### src/rtl/ps2_pkg.sv
// PS/2 receiver shared definitions: frame geometry and deframer state encoding.
package ps2_pkg;

    localparam int PS2_FRAME_BITS = 11;
    localparam int PS2_DATA_BITS  = 8;

    typedef enum logic [1:0] {
        IDLE   = 2'd0,
        DATA   = 2'd1,
        PARITY = 2'd2,
        STOP   = 2'd3
    } ps2_state_e;

endpackage

### src/rtl/ps2_rx_if.sv
// Consumer-side bundle of the PS/2 receiver: FIFO head handshake, status pulses, occupancy.
interface ps2_rx_if #(
    parameter int FIFO_DEPTH = 4
);
    import ps2_pkg::*;

    logic [PS2_DATA_BITS-1:0]    out_data;
    logic                        out_valid;
    logic                        out_ready;
    logic                        frame_err;
    logic                        overflow;
    logic [$clog2(FIFO_DEPTH):0] fifo_count;

    modport master (
        output out_data, out_valid, frame_err, overflow, fifo_count,
        input  out_ready
    );

    modport slave (
        input  out_data, out_valid, frame_err, overflow, fifo_count,
        output out_ready
    );

endinterface

### src/rtl/ps2_fifo.sv
// Generic synchronous first-word-fall-through FIFO. A push into a full FIFO is
// accepted only when a pop happens in the same cycle; a pop from empty is ignored.
module ps2_fifo #(
    parameter int DATA_WIDTH = 8,
    parameter int DEPTH      = 4
) (
    input  logic                      clk,
    input  logic                      rst_n,
    input  logic                      push,
    input  logic [DATA_WIDTH-1:0]     din,
    input  logic                      pop,
    output logic [DATA_WIDTH-1:0]     dout,
    output logic [$clog2(DEPTH):0]    count,
    output logic                      full,
    output logic                      empty
);

    localparam int AW = $clog2(DEPTH);

    logic [DATA_WIDTH-1:0] mem [DEPTH];
    logic [AW-1:0]         wr_ptr_q, wr_ptr_d;
    logic [AW-1:0]         rd_ptr_q, rd_ptr_d;
    logic [AW:0]           count_q, count_d;
    logic                  do_push, do_pop;

    assign empty   = (count_q == '0);
    assign full    = (count_q == (AW+1)'(DEPTH));
    assign do_pop  = pop & ~empty;
    assign do_push = push & (~full | do_pop);
    assign dout    = mem[rd_ptr_q];
    assign count   = count_q;

    // Next pointers and occupancy; pointers wrap naturally because DEPTH is a power of two.
    always_comb begin
        // NOTE: every combinational output gets a default first so no path leaves it unassigned (no latch).
        wr_ptr_d = wr_ptr_q;
        rd_ptr_d = rd_ptr_q;
        count_d  = count_q;
        if (do_push) wr_ptr_d = wr_ptr_q + 1'b1;
        if (do_pop)  rd_ptr_d = rd_ptr_q + 1'b1;
        case ({do_push, do_pop})
            2'b10:   count_d = count_q + 1'b1;
            2'b01:   count_d = count_q - 1'b1;
            default: count_d = count_q;
        endcase
    end

    // Pointer and occupancy registers.
    always_ff @(posedge clk or negedge rst_n) begin
        // NOTE: sequential state uses non-blocking assignments so every flop samples pre-edge values.
        if (!rst_n) begin
            wr_ptr_q <= '0;
            rd_ptr_q <= '0;
            count_q  <= '0;
        end else begin
            wr_ptr_q <= wr_ptr_d;
            rd_ptr_q <= rd_ptr_d;
            count_q  <= count_d;
        end
    end

    // Storage write.
    // NOTE: the storage array is deliberately not reset; emptiness is tracked by count_q alone.
    always_ff @(posedge clk) begin
        if (do_push) mem[wr_ptr_q] <= din;
    end

endmodule

### src/rtl/ps2_rx.sv
// PS/2 keyboard receiver: synchronises kbd lines, deframes 11-bit frames (odd parity,
// stop=1) and queues good bytes in a FWFT FIFO.
// Optional build macro PS2_RX_TIMEOUT_EN aborts a partial frame after TIMEOUT_CYCLES idle cycles.
module ps2_rx
    import ps2_pkg::*;
#(
    parameter int SYNC_STAGES    = 2,
    parameter int FIFO_DEPTH     = 4,
    parameter int TIMEOUT_CYCLES = 50_000
) (
    input  logic       clk,
    input  logic       rst_n,
    input  logic [1:0] kbd,
    ps2_rx_if.master   bus
);

    if (SYNC_STAGES < 2) begin : g_bad_sync
        $error("SYNC_STAGES must be at least 2");
    end
    if (FIFO_DEPTH < 2 || (FIFO_DEPTH & (FIFO_DEPTH - 1)) != 0) begin : g_bad_depth
        $error("FIFO_DEPTH must be a power of two and at least 2");
    end
    if (TIMEOUT_CYCLES < 2) begin : g_bad_timeout
        $error("TIMEOUT_CYCLES must be at least 2");
    end

    logic [SYNC_STAGES-1:0]   ps2c_sync_q, ps2c_sync_d;
    logic [SYNC_STAGES-1:0]   ps2d_sync_q, ps2d_sync_d;
    logic                     ps2c_prev_q, ps2c_prev_d;
    logic                     ps2c, ps2d, fall;

    ps2_state_e               state_q, state_d;
    logic [2:0]               bit_cnt_q, bit_cnt_d;
    logic [PS2_DATA_BITS-1:0] shreg_q, shreg_d;
    logic                     par_ok_q, par_ok_d;
    logic                     frame_err_q, frame_err_d;
    logic                     overflow_q, overflow_d;
    logic                     push;

    logic                     fifo_full, fifo_empty, pop_hs;

`ifdef PS2_RX_TIMEOUT_EN
    localparam int TO_W = $clog2(TIMEOUT_CYCLES);
    logic [TO_W-1:0]          to_cnt_q, to_cnt_d;
`endif

    assign ps2c = ps2c_sync_q[SYNC_STAGES-1];
    assign ps2d = ps2d_sync_q[SYNC_STAGES-1];
    assign fall = ps2c_prev_q & ~ps2c;

    // Shift chains for the raw lines plus the previous synced clock for edge detection.
    always_comb begin
        ps2c_sync_d = {ps2c_sync_q[SYNC_STAGES-2:0], kbd[0]};
        ps2d_sync_d = {ps2d_sync_q[SYNC_STAGES-2:0], kbd[1]};
        ps2c_prev_d = ps2c;
    end

    // Deframer: advances only on a synced PS/2 clock falling edge.
    always_comb begin
        state_d     = state_q;
        bit_cnt_d   = bit_cnt_q;
        shreg_d     = shreg_q;
        par_ok_d    = par_ok_q;
        frame_err_d = 1'b0;
        push        = 1'b0;
        if (fall) begin
            case (state_q)
                IDLE: begin
                    if (!ps2d) begin
                        state_d   = DATA;
                        bit_cnt_d = 3'd0;
                    end
                end
                DATA: begin
                    shreg_d   = {ps2d, shreg_q[PS2_DATA_BITS-1:1]};
                    bit_cnt_d = bit_cnt_q + 3'd1;
                    if (bit_cnt_q == 3'd7) state_d = PARITY;
                end
                PARITY: begin
                    par_ok_d = ^{shreg_q, ps2d};
                    state_d  = STOP;
                end
                STOP: begin
                    if (ps2d && par_ok_q) push = 1'b1;
                    else                  frame_err_d = 1'b1;
                    state_d = IDLE;
                end
            endcase
        end
`ifdef PS2_RX_TIMEOUT_EN
        to_cnt_d = to_cnt_q;
        if (state_q == IDLE || fall) begin
            to_cnt_d = '0;
        end else if (to_cnt_q == TO_W'(TIMEOUT_CYCLES - 1)) begin
            state_d     = IDLE;
            frame_err_d = 1'b1;
            to_cnt_d    = '0;
        end else begin
            to_cnt_d = to_cnt_q + 1'b1;
        end
`endif
    end

    assign pop_hs     = bus.out_ready & ~fifo_empty;
    assign overflow_d = push & fifo_full & ~pop_hs;

    // Synchroniser, deframer and status-pulse registers; sync flops idle high like the bus.
    always_ff @(posedge clk or negedge rst_n) begin
        if (!rst_n) begin
            ps2c_sync_q <= '1;
            ps2d_sync_q <= '1;
            ps2c_prev_q <= 1'b1;
            state_q     <= IDLE;
            bit_cnt_q   <= '0;
            shreg_q     <= '0;
            par_ok_q    <= 1'b0;
            frame_err_q <= 1'b0;
            overflow_q  <= 1'b0;
        end else begin
            ps2c_sync_q <= ps2c_sync_d;
            ps2d_sync_q <= ps2d_sync_d;
            ps2c_prev_q <= ps2c_prev_d;
            state_q     <= state_d;
            bit_cnt_q   <= bit_cnt_d;
            shreg_q     <= shreg_d;
            par_ok_q    <= par_ok_d;
            frame_err_q <= frame_err_d;
            overflow_q  <= overflow_d;
        end
    end

`ifdef PS2_RX_TIMEOUT_EN
    // Idle-time counter for aborting stalled frames.
    always_ff @(posedge clk or negedge rst_n) begin
        if (!rst_n) to_cnt_q <= '0;
        else        to_cnt_q <= to_cnt_d;
    end
`endif

    ps2_fifo #(
        .DATA_WIDTH (PS2_DATA_BITS),
        .DEPTH      (FIFO_DEPTH)
    ) u_fifo (
        .clk   (clk),
        .rst_n (rst_n),
        .push  (push),
        .din   (shreg_q),
        .pop   (bus.out_ready),
        .dout  (bus.out_data),
        .count (bus.fifo_count),
        .full  (fifo_full),
        .empty (fifo_empty)
    );

    assign bus.out_valid = ~fifo_empty;
    assign bus.frame_err = frame_err_q;
    assign bus.overflow  = overflow_q;

endmodule
### src/flat_wrapper.sv
// flat-port wrapper written by rule: the top's interface ports become plain ports
module ps2_rx_flat import ps2_pkg::*;
#(
    parameter int SYNC_STAGES    = 2,
    parameter int FIFO_DEPTH     = 4,
    parameter int TIMEOUT_CYCLES = 50_000
)
  (clk, rst_n, kbd, bus_out_data, bus_out_valid, bus_frame_err, bus_overflow, bus_fifo_count, bus_out_ready);
  ps2_rx_if #(.FIFO_DEPTH(FIFO_DEPTH)) bus_i ();
  input  logic clk;
  input  logic rst_n;
  input  logic [1:0] kbd;
  output wire logic [$bits(bus_i.out_data)-1:0] bus_out_data;
  output wire logic [$bits(bus_i.out_valid)-1:0] bus_out_valid;
  output wire logic [$bits(bus_i.frame_err)-1:0] bus_frame_err;
  output wire logic [$bits(bus_i.overflow)-1:0] bus_overflow;
  output wire logic [$bits(bus_i.fifo_count)-1:0] bus_fifo_count;
  input wire logic [$bits(bus_i.out_ready)-1:0] bus_out_ready;
  assign bus_out_data = bus_i.out_data;
  assign bus_out_valid = bus_i.out_valid;
  assign bus_frame_err = bus_i.frame_err;
  assign bus_overflow = bus_i.overflow;
  assign bus_fifo_count = bus_i.fifo_count;
  assign bus_i.out_ready = bus_out_ready;
  ps2_rx #(.SYNC_STAGES(SYNC_STAGES), .FIFO_DEPTH(FIFO_DEPTH), .TIMEOUT_CYCLES(TIMEOUT_CYCLES)) u_core (.clk(clk), .rst_n(rst_n), .kbd(kbd), .bus(bus_i));
endmodule
### config.mk
export PLATFORM = sky130hd
export DESIGN_NAME = ps2_rx_flat
export DESIGN_NICKNAME = d
export VERILOG_FILES = /design/src/rtl/ps2_pkg.sv /design/src/rtl/ps2_rx_if.sv /design/src/rtl/ps2_fifo.sv /design/src/rtl/ps2_rx.sv /design/src/flat_wrapper.sv
export SDC_FILE = /design/constraint.sdc
export NUM_CORES = 1
export LEC_CHECK = 0
export ABC_AREA = 1
export CORE_ASPECT_RATIO = 2
export CORE_UTILIZATION = 50
export DETAILED_ROUTE_END_ITERATION = 7
export PLACE_DENSITY = 0.79
export SKIP_LAST_GASP = 1
export SLEW_MARGIN = 20
export SYNTH_ARGS = -nofsm -noshare
export SYNTH_HDL_FRONTEND = slang
export SYNTH_SLANG_ARGS = --single-unit
### constraint.sdc
create_clock -name clk -period 2.43 [get_ports clk]
set_input_delay 0.243 -clock clk [delete_from_list [all_inputs] [get_ports clk]]
set_output_delay 0.243 -clock clk [all_outputs]
set_load 0.01 [all_outputs]
==> results_dict.tcl <==
set metrics [dict create \
    status "finished clean" \
    place_hpwl_um 3399 \
    synth-edff-count 32 \
    syn_inst 251 \
    peakVddDrop_mv 0.7157 \
    r2r-end "u_core.u_fifo.count[2]$_DFFE_PN0P_" \
    num_rows 37 \
    clockBufferDepth 2 \
    async_reset_ff_share_pct 46.67 \
    critical_path_class "register to primary output" \
    syn_area_um2 2658 \
    start_util_pct 51.72 \
    hold_viol 0 \
    cts_buffers 9 \
    avgRoutedWirePerCell_um 13.09 \
    yosys_register_bits 60 \
    post-route-period-util_pct 90.42 \
    avgSynthCellArea_um2 10.59 \
    cts_resized 0 \
    worst_slew_pin_slew_ns 0.4367 \
    rr_startpoint "u_core.state_q[0]$_DFFE_PN0P_" \
    synth_nets 268 \
    wirelength_um 4503 \
    postCtsHoldBufs 0 \
    cts_setup_buffers 0 \
    drt-initial-drc-count 57 \
    power.density_nw_per_um2 1148 \
    yosysUniqueCellTypes 25 \
    relSlewSlack_pct 70.85 \
    ant_nets 0 \
    path_buf_inv 2 \
    rsz0062_at_grt "no" \
    clk-insertion-delay-late_ns 0.33 \
    power.total_uw 3558 \
    rr_worst_depth 12 \
    drv_cap 0 \
    crit_required_ns 2.19 \
    overflow 0 \
    endpoint_kind "primary output" \
    ys.flop_type "edfxtp_1" \
    tns_ns 0 \
    cp.arrival_ns 1.95 \
    yosys.area.top_type "edfxtp_1" \
    setup_viol 0 \
    cts_tree "yes" \
    hold_path_class "input pin to async pin" \
    gp_congestion 0.7603 \
    p_leak_uw 0.001339 \
    synth.yosys.seq_area_share_pct 62.76 \
    crit_end "bus_out_data[3]" \
    critPathMaxFanout 17 \
    ios 19 \
    die-area_um2 5628 \
    synth_largest_type_area_fraction_pct 36.16 \
    vias_per_cell 5.099 \
    area_growth_pct 16.57 \
    path_delay_family "buffers and inverters" \
    cpMaxStageDelayCell "clkdlybuf4s50_1" \
    grt_pass1_vias 1768 \
    grt_pass1_wl_um 7458 \
    clk_pin_slew_ns 0.07 \
    cts_root_buf "clkbuf_8" \
    r2r_slack_ns 0.62 \
    drc 0 \
    antenna_cells 0 \
    grtUsageTotal_pct 19.09 \
    dr.pass1.iters 4 \
    crit_chain "inv_1 -> o21ai_0 -> o22ai_1 -> clkdlybuf4s50_1" \
    fmax_mhz 455.1 \
    final_util_pct 60.29 \
    ys_warn_count 0 \
    synthTopCellsByArea "edfxtp_1 (36%), dfrtp_1 (22%), nand2_1 (6.8%)" \
    slew_viol_final 0 \
    die_w_um 53.55 \
    fin_skew_ns 0.008684 \
    antenna_found_initial 0 \
    grt_max_degree 29 \
    yosys.cell_count.top_type "nand2_1" \
    fillers 416 \
    cts_sinks 60 \
    drive_above_1_share_pct 13.99 \
    cpPeakStageDelay_ns 0.57 \
    portBuffers 18 \
    coreArea_um2 5139 \
    crit_start "u_core.u_fifo.rd_ptr_q[0]$_DFFE_PN0P_" \
    h-tree-depth 3 \
    critPathLaunchType "register" \
    nets 298 \
    vias 1754 \
    ys_top_cells_by_count "nand2_1 (48), edfxtp_1 (32), inv_1 (29), nor2_1 (29), dfrtp_1 (23)" \
    fp.dieH_um 105.1 \
    final_period_minus_worst_setup_slack_ns 2.197 \
    critical_path_depth 4 \
]
## flip-flops by register name, indices dropped and copies added, names as in the netlist
name,count
u_core.state_q,2
u_core.shreg_q,8
u_core.u_fifo.count,3
u_core.bus.frame_err,1
u_core.bus.overflow,1
u_core.u_fifo.wr_ptr_q,2
u_core.ps2c_sync_q,2
u_core.ps2c_prev_q,1
u_core.par_ok_q,1
u_core.u_fifo.mem,32
u_core.ps2d_sync_q,2
u_core.bit_cnt_q,3
u_core.u_fifo.rd_ptr_q,2
## cells in the final DEF, fill, tap and decap left out, drive strengths merged
cell and count:
xor2 4, inv 31, o22ai 8, fa 1
nor2 31, dfrtp 23, dfstp 5, clkinv 4
nand3 12, xnor2 1, clkbuf 11, a21oi 6
edfxtp 32, o21ai 27, clkinvlp 1, nand2 54
buf 6, clkdlybuf4s50 18, ha 11
## kinds of logic (layout without fill, tap and decap cells)
logic type	Yosys count	count (layout)	synth area share, %
and+or+nand+nor	97	97	16.05
xor gates and xnor gates	5	5	1.648
AOI/OAI and AO/OA	41	41	8.239
adders and majority gates	12	12	5.932
buffers and inverters	36	71	5.367
DFF	60	60	62.76
## stage by stage
step           worst slack [ns]  cells  cell area [um^2]  hold slack [ns]
2_1_floorplan            0.7726    251              2658         -0.05259
3_3_place_gp             0.6566    328              2929           0.3458
3_5_place_dp             0.6028    328              2929           0.3473
4_1_cts                  0.2379    344              3098           0.3019
5_1_grt                 0.09338    344              3098           0.3024
6_report                 0.2328    344              3098           0.2928
## power by group
part           leakage [uW]  total (uW)  switching [uW]  internal [uW]
clock             0.0000889         746             356            390
sequential         0.000627        1550             236           1320
combinational      0.000624        1260             697            560
## metal layers
layer / track usage (%) / share of wire (%) / vias up
met5: 0 / 0 / -
met4: 10.71 / 3.2 / 0
li1: - / - / 884
met2: 35.80 / 60 / 24
met3: 4.949 / 2.4 / 12
met1: 16.25 / 34 / 834
## area by class of cell
class | count | area [um^2] | share of cell area [%]
well taps | 58 | 72.57 | 2.342
clock inverters | 5 | 27.53 | 0.8885
inverters | 31 | 116.4 | 3.756
repair buffers | 24 | 225.2 | 7.270
flip-flops and latches | 60 | 1668 | 53.84
multi-input cells | 155 | 847.1 | 27.34
clock buffers | 11 | 141.4 | 4.564
## worst min-delay path by stage
stage	endpoint	slack, ns	cells after the start
6_report	u_core.u_fifo.rd_ptr_q[1]$_DFFE_PN0P_	0.29	2
3_3_place_gp	u_core.ps2d_sync_q[1]$_DFF_PN1_	0.35	0
3_5_place_dp	u_core.ps2d_sync_q[1]$_DFF_PN1_	0.35	0
2_1_floorplan	u_core.bit_cnt_q[0]$_DFFE_PN0P_	-0.05	0
5_1_grt	u_core.ps2c_sync_q[0]$_DFF_PN1_	0.30	1
4_1_cts	u_core.u_fifo.rd_ptr_q[0]$_DFFE_PN0P_	0.30	2
No activity file was read; power rests on OpenSTA's default activity.
